`config.mk`:
```
export PLATFORM = sky130hd
export DESIGN_NAME = if_id_queue
export DESIGN_NICKNAME = d
export VERILOG_FILES = /design/src/rtl/if_id_queue.sv
export SDC_FILE = /design/constraint.sdc
export NUM_CORES = 1
export LEC_CHECK = 0
export ABC_AREA = 1
export CAP_MARGIN = 20
export CORE_ASPECT_RATIO = 2
export CORE_MARGIN = 2
export CORE_UTILIZATION = 38
export CTS_CLUSTER_DIAMETER = 200
export CTS_CLUSTER_SIZE = 14
export DETAILED_ROUTE_END_ITERATION = 8
export HOLD_SLACK_MARGIN = 0.1
export MAX_ROUTING_LAYER = met4
export SETUP_SLACK_MARGIN = 0.5
export SLEW_MARGIN = 30
export SYNTH_ARGS = -nofsm -noshare
export SYNTH_HDL_FRONTEND = slang
export SYNTH_SLANG_ARGS = --single-unit
```
`constraint.sdc`:
```
create_clock -name clk -period 4 [get_ports clk]
set_input_delay 0.6 -clock clk [delete_from_list [all_inputs] [get_ports clk]]
set_output_delay 0.6 -clock clk [all_outputs]
set_load 0.01 [all_outputs]
```
`src/rtl/if_id_queue.sv`:
```
// IF->ID decoupling queue: DEPTH-entry FIFO of {pc, inst} between fetch and decode.
// Head appears one cycle after push (no bypass); rdy=0 freezes everything, flush empties it.
module if_id_queue #(
  parameter int                ADDR_W      = 32,
  parameter int                INST_W      = 32,
  parameter int                DEPTH       = 4,
  parameter logic [INST_W-1:0] BUBBLE_INST = '0
) (
  input  logic                         clk,
  input  logic                         rst,
  input  logic                         rdy,
  input  logic                         flush,
  input  logic                         if_valid,
  input  logic [ADDR_W-1:0]            if_pc,
  input  logic [INST_W-1:0]            if_inst,
  output logic                         if_ready,
  input  logic                         id_stall,
  output logic                         id_valid,
  output logic [ADDR_W-1:0]            id_pc,
  output logic [INST_W-1:0]            id_inst,
  output logic [$clog2(DEPTH+1)-1:0]   count
);

  localparam int PW = $clog2(DEPTH);
  localparam int CW = $clog2(DEPTH+1);
  localparam logic [CW-1:0] FULL_CNT = CW'(DEPTH);

  typedef struct packed {
    logic [ADDR_W-1:0] pc;
    logic [INST_W-1:0] inst;
  } entry_t;

  entry_t          mem_q [DEPTH];
  entry_t          mem_d [DEPTH];
  logic [PW-1:0]   rptr_q, rptr_d;
  logic [PW-1:0]   wptr_q, wptr_d;
  logic [CW-1:0]   count_q, count_d;
  logic            push, pop;

  // Outputs depend on registered state only, so there is no input-to-output path.
  assign if_ready = (count_q != FULL_CNT);
  assign id_valid = (count_q != '0);
  assign id_pc    = id_valid ? mem_q[rptr_q].pc   : '0;
  assign id_inst  = id_valid ? mem_q[rptr_q].inst : BUBBLE_INST;
  assign count    = count_q;

  assign push = if_valid && if_ready && rdy && !flush;
  assign pop  = id_valid && !id_stall && rdy && !flush;

  always_comb begin
    mem_d   = mem_q;
    rptr_d  = rptr_q;
    wptr_d  = wptr_q;
    count_d = count_q;
    if (rst || (rdy && flush)) begin
      rptr_d  = '0;
      wptr_d  = '0;
      count_d = '0;
    end else begin
      if (push) begin
        mem_d[wptr_q] = '{pc: if_pc, inst: if_inst};
        wptr_d        = wptr_q + PW'(1);
      end
      if (pop) begin
        rptr_d = rptr_q + PW'(1);
      end
      count_d = count_q + CW'(push) - CW'(pop);
    end
  end

  always_ff @(posedge clk) begin
    mem_q   <= mem_d;
    rptr_q  <= rptr_d;
    wptr_q  <= wptr_d;
    count_q <= count_d;
  end

endmodule

```
==> impl_results.md <==
- First drt pass iteration count: 4
- Initial core utilization: 38.7%
- Max Cap Viol: 0
- Drt drc: 0
- Setup CP Type: reg2out
- Worst-margin pin slew: 0.916 ns
- Antenna viol nets, final: 0
- CP dominant cell by count: nor2_1
- Remaining Overflow, GRT: 0
- Layout Nets: 1032
- Synthesized area per cell: 12.6 µm²
- Critical path's largest stage delay: 0.62 ns
- Largest net degree at the start of global routing: 94
- Synth Register Bits: 263
- First-pass GRT wire length: 36700 µm
- Peak supply drop: 412 µV
- CTS Buffer Depth: 3
- Initial antenna violation count: 1
- Vias: 6528
- Wire length per cell: 18.7 µm
- Syn Inst Count: 824
- Most common cell after layout, fill and taps aside: nor2_1
- Critical Path, Cell by Cell: buf_16 > nor2_1 > nor2_1 > o21ai_1 > a21oi_1 > clkdlybuf4s50_1
- Hold violation count in the final report: 0
- Die ar.: 28800 µm²
- Reg clk slew, reported paths: 0.06 ns
- Drt via density: 4.98
- Share of layout cells above drive strength 1: 5.30%
- Critical Path RT: 3.40 ns
- Unrepaired setup endpoints after global routing: false
- Die span in x: 121 µm
- Hold_ws: 0.633 ns
- Dpl hpwl: 14600 µm
- Num CTS Buffers: 22
- Final WL: 24500 µm
- Fin Clk Skew: 0.0137 ns
- Die Y: 238 µm
- Vias in the first global route: 6510
- Starting DRT DRC Count: 489
- Hold Path Class: reg2reg
- CP max stage cell: clkdlybuf4s50_1
- Rel. slew slack: 38.8%
- CTS tree: done
- Netlist cell types: 20
- Final Worst Setup Slack: 0.615 ns
- Outcome: finished, final reports clean
- Crit path max-delay family: buffers and inverters
- Dpl ws: 0.899 ns
- Post-route minimum period: 3.38 ns
- Worst Path Buf+Inv: 2
- Setup TNS: 0 ns
- Root buf cell: clkbuf_16
- Critical Path End Type: output pin
- FP Rows: 85
- Max FO, Critical Path: 93
- Max Fclk: 295 MHz
- Final Setup Violations: 0
- Worst EP arrival: 2.78 ns
- Sequential area share after synthesis: 75.2%
- Post-CTS Hold Buffers: 0
- CTS sink count: 263
- Mapped Nets: 901
- Period utilization: 84.6%
- Total GRT Usage: 17.4%
- Ports: 139
- Pleak: 4.24 nW
- Clock latency on the worst-skew pair: 0.52 ns
- Synth Cell Area: 10400 µm²
- CP startpoint kind: flip-flop
- Final Max Tran Viols: 0
- GP Congestion: 0.769
- H-Tree Depth: 1
- Power per Cell Area: 418 nW/µm²
- Core ar.: 26900 µm²
- P&R area growth vs syn: 22.3%
- Port bufs: 138
- Pwr Total: 5.32 mW
- YS warnings: 0
- Commonest non-fill, non-tap cells in the layout: nor2_1 (268), edfxtp_1 (256), clkdlybuf4s50_1 (138), o21ai_1 (67), a21oi_1 (66)
-- through the flow --
step	util [%]	cells	cell area (µm²)
3_3_place_gp	45.0	1278	12100
5_1_grt	47.3	1312	12700
3_5_place_dp	45.0	1278	12100
2_1_floorplan	-	824	10400
6_report	47.3	1312	12700
4_1_cts	47.3	1311	12700
-- tightest hold or removal path, delay by kind of cell (launching register included) --
| family | cells | cell delay, ns |
|---|---|---|
| flip-flops | 1 | 0.33 |
| AND/OR/NAND/NOR | 3 | 0.15 |
| buffers and inverters | 1 | 0.11 |
-- Yosys cell counts, drive strengths merged --
library cell / instances / share of area (%)
inv: 20 / 0.72
fa: 1 / 0.19
dfxtp: 7 / 1.3
buf: 36 / 2.6
nor2: 272 / 9.8
ha: 6 / 0.72
a21oi: 66 / 3.2
o21ai: 128 / 6.2
nand3: 4 / 0.19
nand2: 13 / 0.47
xor2: 2 / 0.17
edfxtp: 256 / 74
clkbuf: 13 / 0.61
-- what timing repair did --
action	CTS	global route
cloned	0	0
buffers inserted	1	0
gates resized for setup	2	2
endpoints found under the hold margin	0	0
endpoints found under the setup margin	8	6
-- flip-flops by register name (all words and copies together) (netlist names) --
register	cells
mem_q	256
count	3
rptr_q	2
wptr_q	2
-- power by group --
part | internal, mW | total [mW] | leakage [nW] | switching (mW)
sequential | 3.04 | 3.04 | 2.36 | 0.00608
clock | 1.04 | 1.94 | 0.297 | 0.894
combinational | 0.159 | 0.338 | 1.58 | 0.179
total | 4.24 | 5.32 | 4.24 | 1.08
-- worst paths after layout --
| check | startpoint | endpoint | slack, ns | cells after the start |
|---|---|---|---|---|
| worst max-delay path | rptr_q[0] | id_inst[8] | 0.62 | 6 |
| worst min-delay path | wptr_q[1] | wptr_q[1] | 0.63 | 4 |
| worst max register to register | count[0] | mem_q[96] | 1.88 | 5 |
| worst min register to register | wptr_q[1] | wptr_q[1] | 0.63 | 4 |
-- final cells by class --
cell class	instances	area, µm²
Clock buffer	31	606
Inverter	20	82.6
Antenna cell	1	2.50
Fill cell	2355	14200
Tap cell	348	435
Sequential cell	263	7830
Multi-Input combinational cell	492	2200
Clock inverter	1	5.00
Timing Repair Buffer	156	1570
-- cells by family (layout without fill, tap and decap cells) --
family	count (synthesis)	in the layout	share of synthesized area (%)
other cells	0	1	0
flops	263	263	75.2
buf+inv	69	208	3.94
compound gates	194	194	9.33
fa+ha+maj	7	7	0.913
simple gates	289	289	10.5
xor+xnor	2	2	0.168
-- layer usage --
metal | global-route usage [%] | part of all wire, % | vias to the layer above
met5 | - | 0 | -
met4 | 6.87 | 3.1 | 0
met3 | 1.77 | 3.5 | 31
met2 | 33.8 | 57 | 153
met1 | 17.4 | 36 | 3200
li1 | - | - | 3144
(Power assumes the default switching activity.)
